File: config.mk
export PLATFORM = sky130hd
export DESIGN_NAME = simple_cpu_core
export DESIGN_NICKNAME = d
export VERILOG_FILES = /design/src/rtl/simple_cpu_core_pkg.sv /design/src/rtl/cpu_alu.sv /design/src/rtl/simple_cpu_core.sv
export SDC_FILE = /design/constraint.sdc
export NUM_CORES = 1
export LEC_CHECK = 0
export ABC_AREA = 0
export CAP_MARGIN = 30
export CORE_ASPECT_RATIO = 1.5
export CORE_MARGIN = 10
export CORE_UTILIZATION = 59
export CTS_CLUSTER_SIZE = 25
export DETAILED_ROUTE_END_ITERATION = 8
export PLACE_DENSITY = 0.84
export SYNTH_ARGS = -nofsm -noshare
export SYNTH_HDL_FRONTEND = slang
export SYNTH_SLANG_ARGS = --single-unit
File: constraint.sdc
create_clock -name i_clk -period 9 [get_ports i_clk]
set_input_delay 1.8 -clock i_clk [delete_from_list [all_inputs] [get_ports i_clk]]
set_output_delay 1.8 -clock i_clk [all_outputs]
set_load 0.05 [all_outputs]
File: src/rtl/simple_cpu_core_pkg.sv
// Shared definitions for the accumulator CPU: state encoding, opcodes and
// instruction field positions.
package simple_cpu_core_pkg;

  typedef enum logic [2:0] {
    ST_IDLE  = 3'd0,
    ST_FETCH = 3'd1,
    ST_EXEC  = 3'd2,
    ST_MEM   = 3'd3,
    ST_HALT  = 3'd4
  } state_e;

  localparam logic [3:0] OP_NOP = 4'h0;
  localparam logic [3:0] OP_LDI = 4'h1;
  localparam logic [3:0] OP_LDA = 4'h2;
  localparam logic [3:0] OP_ADD = 4'h3;
  localparam logic [3:0] OP_SUB = 4'h4;
  localparam logic [3:0] OP_OUT = 4'h5;
  localparam logic [3:0] OP_JMP = 4'h6;
  localparam logic [3:0] OP_JC  = 4'h7;
  localparam logic [3:0] OP_JZ  = 4'h8;
  localparam logic [3:0] OP_HLT = 4'hF;

  localparam int OPC_MSB = 7;
  localparam int OPC_LSB = 4;
  localparam int ARG_MSB = 3;
  localparam int ARG_LSB = 0;

  // Zero-extend the 4-bit operand into a byte address / immediate.
  function automatic logic [7:0] operand_byte(input logic [7:0] ir);
    return {4'h0, ir[ARG_MSB:ARG_LSB]};
  endfunction

endpackage

File: src/rtl/cpu_alu.sv
// Combinational 8-bit add/subtract. Carry is bit 8 of the 9-bit result,
// which for subtraction is the borrow (a < b).
module cpu_alu (
  input  logic [7:0] a_i,
  input  logic [7:0] b_i,
  input  logic       sub_i,
  output logic [7:0] result_o,
  output logic       carry_o,
  output logic       zero_o
);

  logic [8:0] wide;

  // 9-bit sum or difference; the top bit is carry-out / borrow.
  always_comb begin
    if (sub_i) begin
      wide = {1'b0, a_i} - {1'b0, b_i};
    end else begin
      wide = {1'b0, a_i} + {1'b0, b_i};
    end
  end

  assign result_o = wide[7:0];
  assign carry_o  = wide[8];
  assign zero_o   = (wide[7:0] == 8'h00);

endmodule

File: src/rtl/simple_cpu_core.sv
// 8-bit accumulator CPU. Fetches instructions and memory operands through a
// zero-wait asynchronous RAM side port; results leave on a registered byte
// with a one-cycle valid strobe.
module simple_cpu_core
  import simple_cpu_core_pkg::*;
#(
  parameter int PROG_LEN = 16
) (
  input  logic       i_clk,
  input  logic       i_reset,
  input  logic       i_run,
  output logic [7:0] o_ram_addr,
  input  logic [7:0] i_ram_data,
  output logic [7:0] o_out,
  output logic       o_out_valid,
  output logic       o_halted,
  output logic [7:0] o_pc
);

  localparam logic [7:0] PC_LAST = 8'(PROG_LEN - 1);

  state_e     state_q, state_d;
  logic [7:0] pc_q, pc_d;
  logic [7:0] ir_q, ir_d;
  logic [7:0] acc_q, acc_d;
  logic       c_q, c_d;
  logic       z_q, z_d;
  logic [7:0] out_q, out_d;
  logic       out_valid_q, out_valid_d;

  logic [3:0] opcode;
  logic [7:0] ram_addr;
  logic [7:0] alu_result;
  logic       alu_carry;
  logic       alu_zero;

  assign opcode = ir_q[OPC_MSB:OPC_LSB];

  // The ALU always sees acc and the current RAM byte; only MEM commits it.
  cpu_alu u_alu (
    .a_i      (acc_q),
    .b_i      (i_ram_data),
    .sub_i    (opcode == OP_SUB),
    .result_o (alu_result),
    .carry_o  (alu_carry),
    .zero_o   (alu_zero)
  );

  // Next-state, datapath updates and RAM address for each FSM state.
  always_comb begin
    state_d     = state_q;
    pc_d        = pc_q;
    ir_d        = ir_q;
    acc_d       = acc_q;
    c_d         = c_q;
    z_d         = z_q;
    out_d       = out_q;
    out_valid_d = 1'b0;
    ram_addr    = pc_q;

    case (state_q)
      ST_IDLE: begin
        if (i_run) begin
          state_d = ST_FETCH;
        end
      end

      ST_FETCH: begin
        if (!i_run) begin
          state_d = ST_IDLE;
        end else begin
          ir_d    = i_ram_data;
          pc_d    = (pc_q == PC_LAST) ? 8'h00 : pc_q + 8'h01;
          state_d = ST_EXEC;
        end
      end

      ST_EXEC: begin
        state_d = ST_FETCH;
        case (opcode)
          OP_NOP: ;
          OP_LDI: begin
            acc_d = operand_byte(ir_q);
            z_d   = (ir_q[ARG_MSB:ARG_LSB] == 4'h0);
          end
          OP_LDA, OP_ADD, OP_SUB: state_d = ST_MEM;
          OP_OUT: begin
            out_d       = acc_q;
            out_valid_d = 1'b1;
          end
          OP_JMP: pc_d = operand_byte(ir_q);
          OP_JC:  if (c_q) pc_d = operand_byte(ir_q);
          OP_JZ:  if (z_q) pc_d = operand_byte(ir_q);
          OP_HLT: state_d = ST_HALT;
          default: ;
        endcase
      end

      ST_MEM: begin
        ram_addr = operand_byte(ir_q);
        state_d  = ST_FETCH;
        if (opcode == OP_LDA) begin
          acc_d = i_ram_data;
          z_d   = (i_ram_data == 8'h00);
        end else begin
          acc_d = alu_result;
          c_d   = alu_carry;
          z_d   = alu_zero;
        end
      end

      ST_HALT: begin
        if (!i_run) begin
          state_d = ST_IDLE;
        end
      end

      default: state_d = ST_IDLE;
    endcase
  end

  // Architectural state registers; reset may land mid-instruction.
  always_ff @(posedge i_clk or posedge i_reset) begin
    if (i_reset) begin
      state_q     <= ST_IDLE;
      pc_q        <= 8'h00;
      ir_q        <= 8'h00;
      acc_q       <= 8'h00;
      c_q         <= 1'b0;
      z_q         <= 1'b0;
      out_q       <= 8'h00;
      out_valid_q <= 1'b0;
    end else begin
      state_q     <= state_d;
      pc_q        <= pc_d;
      ir_q        <= ir_d;
      acc_q       <= acc_d;
      c_q         <= c_d;
      z_q         <= z_d;
      out_q       <= out_d;
      out_valid_q <= out_valid_d;
    end
  end

  assign o_ram_addr  = ram_addr;
  assign o_out       = out_q;
  assign o_out_valid = out_valid_q;
  assign o_halted    = (state_q == ST_HALT);
  assign o_pc        = pc_q;

endmodule

==> metrics.log <==
INFO  metric clock_network_power_share = 0.108
INFO  metric grt-ovfl-total = 0
INFO  metric maxUsedRoutingLayer = met4
INFO  metric timing.fmax = 224 MHz
INFO  metric layout_commonest_cell = sky130_fd_sc_hd__nand2_1
INFO  metric dominantRegCellSynth = sky130_fd_sc_hd__dfrtp_1
INFO  metric syn-num-nets = 307
INFO  metric detailedRoute.firstPassIterationCount = 5
INFO  metric post_cts_resized = 0
INFO  metric numClockSinks = 38
INFO  metric outcome = finished, final reports clean
INFO  metric wl_met3 = 380 um
INFO  metric switching_share = 0.497
INFO  metric yosysTopAreaCellShare = 0.377
INFO  metric post-dp-hpwl = 4630 um
INFO  metric start_util = 0.604
INFO  metric synth_top_area_cell = sky130_fd_sc_hd__dfrtp_1
INFO  metric category_of_the_critical_setup_timing_path = in -> reg
INFO  metric buffer_ports.inserted = 36
INFO  metric insertedDiodeCount = 0
INFO  metric detail_route.wl_per_cell = 16.7 um
INFO  metric maxSlewHeadroom = 0.476
INFO  metric dpl.cell_count = 355
INFO  metric slew_violations = 0
INFO  metric crit_path_max_fanout = 7
INFO  metric worstSetupStartpointType = primary input
INFO  metric grt_pass1_wl = 10500 um
INFO  metric die-area = 7340 um2
INFO  metric ys_async_sr_fraction = 1.00
INFO  metric synth_edf_count = 0
INFO  metric grt_pass1_vias = 2258
INFO  metric cts_post_setup_buffers_inserted = 0
INFO  metric gp_congestion = 0.948
INFO  metric cts-htree-levels = 2
INFO  metric clock-root-buffer = sky130_fd_sc_hd__clkbuf_8
INFO  metric timing.setup.tns = 0 ps
INFO  metric detail_route.iter0.violations = 119
INFO  metric post_cts_hold_buffer_count = 0
INFO  metric layout_common_cells = sky130_fd_sc_hd__nand2_1, sky130_fd_sc_hd__dfrtp_1, sky130_fd_sc_hd__clkdlybuf4s50_1, sky130_fd_sc_hd__nor2_1, sky130_fd_sc_hd__a21oi_1
INFO  metric tightestPinTransition = 785 ps
INFO  metric ys_top_cells_by_area = sky130_fd_sc_hd__dfrtp_1, sky130_fd_sc_hd__nand2_1, sky130_fd_sc_hd__ha_1, sky130_fd_sc_hd__mux2_1, sky130_fd_sc_hd__nor2_1
INFO  metric holdWs = 485 ps
INFO  metric layout-drive-gt1-share = 0.0568
INFO  metric final_cell_count_no_fill = 363
INFO  metric met2_wirelength = 3150 um
INFO  metric die_ht = 100 um
INFO  metric die_x_extent = 73.4 um
INFO  metric synthesis.area_per_instance = 8.85 um2
INFO  metric min-delay-path-class = reg -> reg
INFO  metric intPower = 0.570 mW
INFO  metric unrepaired_setup_endpoints_after_global_routing = false
INFO  metric vias = 2233
INFO  metric final-setup-viol-count = 0
INFO  metric min_period = 4460 ps
INFO  metric synthCells = 285
INFO  metric synth_warnings = 0
INFO  metric synth-seq-cells = 38
INFO  metric m1WireLength = 2340 um
INFO  metric tritoncts = yes
INFO  metric ir_worst_vdd = 338 uV
INFO  metric std_cell_rows = 29
INFO  metric numCtsBuffers = 5
INFO  metric core_area = 4170 um2
INFO  metric antenna_found_initial = 0
INFO  metric final.fill_count = 329
INFO  metric ioPinCount = 37
INFO  metric combPwrFrac = 0.607
INFO  metric grt_max_degree = 39
INFO  metric final_hold_viol_count = 0
INFO  metric max_cap_viol_count = 0
INFO  metric post-route-drc-count = 0
INFO  metric synth_area = 2520 um2
INFO  metric clkSlewWorstSetupHoldPaths = 80 ps
INFO  metric critical_path_required = 9190 ps
INFO  metric ctsLongestPathBuffers = 2
INFO  metric drtAntennaViolNets = 0
INFO  metric synth-seq-area-share = 0.377
INFO  metric skew = 5.55 ps
INFO  metric area.growth.synth_to_final = 18.2%
INFO  metric critical_path_arrival = 4650 ps
INFO  metric layout.nets = 338
INFO  metric grt_usage = 0.176
INFO  metric wirelength = 6070 um
INFO  metric critical_path.endpoint_type = flip-flop
INFO  metric synth_cell_type_count = 56
INFO  metric power_density = 380 nW/um2
INFO  metric finish.utilization = 0.714
INFO  metric power.switching = 0.563 mW
INFO  metric via_per_inst = 6.15
INFO  metric p_seq_frac = 0.285
INFO  metric insertion_delay = 290 ps
INFO  metric final_min_period_over_clock_period = 0.496
INFO  metric leakagePower = 1.30 nW
## per-stage QoR
step	power (mW)	setup WS [ps]	cell area, um2
final	1.13	4540	2980
after global routing	1.22	4320	2980
after CTS	1.14	4550	2980
after detailed placement	1.01	4190	2890
after global placement	0.996	4270	2890
after floorplan	0.831	5090	2520
## logic make-up (layout without fill, tap and decap cells)
logic type                 after synthesis  count (layout)  synth area share
AOI/OAI and AO/OA                       67              67             0.177
xor gates and xnor gates                 8               8            0.0278
adders and majority gates               11              11            0.0576
buffers and inverters                   25              57            0.0427
DFF                                     38              38             0.377
muxes                                   15              15            0.0645
and+or+nand+nor                        121             121             0.253
## cells in the mapped netlist, types with 3 or more instances
library cell / count
sky130_fd_sc_hd__nand2_1: 50
sky130_fd_sc_hd__dfrtp_1: 38
sky130_fd_sc_hd__nor2_1: 23
sky130_fd_sc_hd__a21oi_1: 14
sky130_fd_sc_hd__ha_1: 10
sky130_fd_sc_hd__inv_1: 9
sky130_fd_sc_hd__buf_2: 8
sky130_fd_sc_hd__mux2_1: 8
sky130_fd_sc_hd__o21ai_1: 8
sky130_fd_sc_hd__o21ai_0: 7
sky130_fd_sc_hd__xnor2_1: 7
sky130_fd_sc_hd__a211oi_1: 6
sky130_fd_sc_hd__nor3_1: 6
sky130_fd_sc_hd__clkbuf_1: 5
sky130_fd_sc_hd__mux2i_1: 5
sky130_fd_sc_hd__nand2b_1: 5
sky130_fd_sc_hd__and2_1: 4
sky130_fd_sc_hd__nand3_1: 4
sky130_fd_sc_hd__nor2b_1: 4
sky130_fd_sc_hd__o21a_1: 4
sky130_fd_sc_hd__o31a_1: 4
sky130_fd_sc_hd__nor4_1: 3
sky130_fd_sc_hd__o211ai_1: 3
## worst max-delay path, stage by stage
cell and delay [ps]:
sky130_fd_sc_hd__clkdlybuf4s50_1 530, sky130_fd_sc_hd__or3_1 470, sky130_fd_sc_hd__nor3_1 290, sky130_fd_sc_hd__nor2_1 90, sky130_fd_sc_hd__xnor2_1 150, sky130_fd_sc_hd__ha_1 360
sky130_fd_sc_hd__o21a_1 220, sky130_fd_sc_hd__o31a_1 110, sky130_fd_sc_hd__o22ai_1 170, sky130_fd_sc_hd__xnor2_1 110, sky130_fd_sc_hd__o41ai_1 340
## state kept, by name, indices dropped and copies added, names as in the netlist
| signal | count |
|---|---|
| o_pc | 8 |
| ir_q | 8 |
| acc_q | 8 |
| o_out_valid | 1 |
| c_q | 1 |
| z_q | 1 |
| state_q | 3 |
| o_out | 8 |
## power by group through the flow
stage	clock network (mW)	logic [mW]	registers [mW]
after CTS	0.124	0.691	0.322
final	0.123	0.688	0.322
after global routing	0.132	0.752	0.335
after detailed placement	0	0.686	0.325
after floorplan	0	0.458	0.373
after global placement	0	0.673	0.322
## per-layer routing
layer	up-vias	global-route usage
met4	0	0.0906
li1	1086	-
met3	14	0.0503
met1	1077	0.190
met2	56	0.301
met5	-	0
## final timing paths
check / slack (ps) / cells after the start / end / startpoint
setup reg to reg: 5800 / 8 / c_q / ir_q[7]
hold reg to reg: 490 / 2 / o_out[0] / o_out[0]
min in group asynchronous: 1910 / 3 / o_pc[1] / i_reset
setup / recovery: 4540 / 11 / z_q / i_ram_data[2]
max in group asynchronous: 6740 / 3 / acc_q[1] / i_reset
hold / removal: 490 / 2 / o_out[0] / o_out[0]
## cell type report
| type | count | area (um2) | area share |
|---|---|---|---|
| Tap cell | 46 | 57.6 | 0.0193 |
| Timing Repair Buffer | 38 | 375 | 0.126 |
| Inverter | 11 | 41.3 | 0.0139 |
| Multi-Input combinational cell | 222 | 1460 | 0.491 |
| Clock buffer | 7 | 86.3 | 0.0290 |
| Sequential cell | 38 | 951 | 0.319 |
| Clock inverter | 1 | 5.00 | 0.00168 |
No activity file was read; power rests on OpenSTA's default activity.
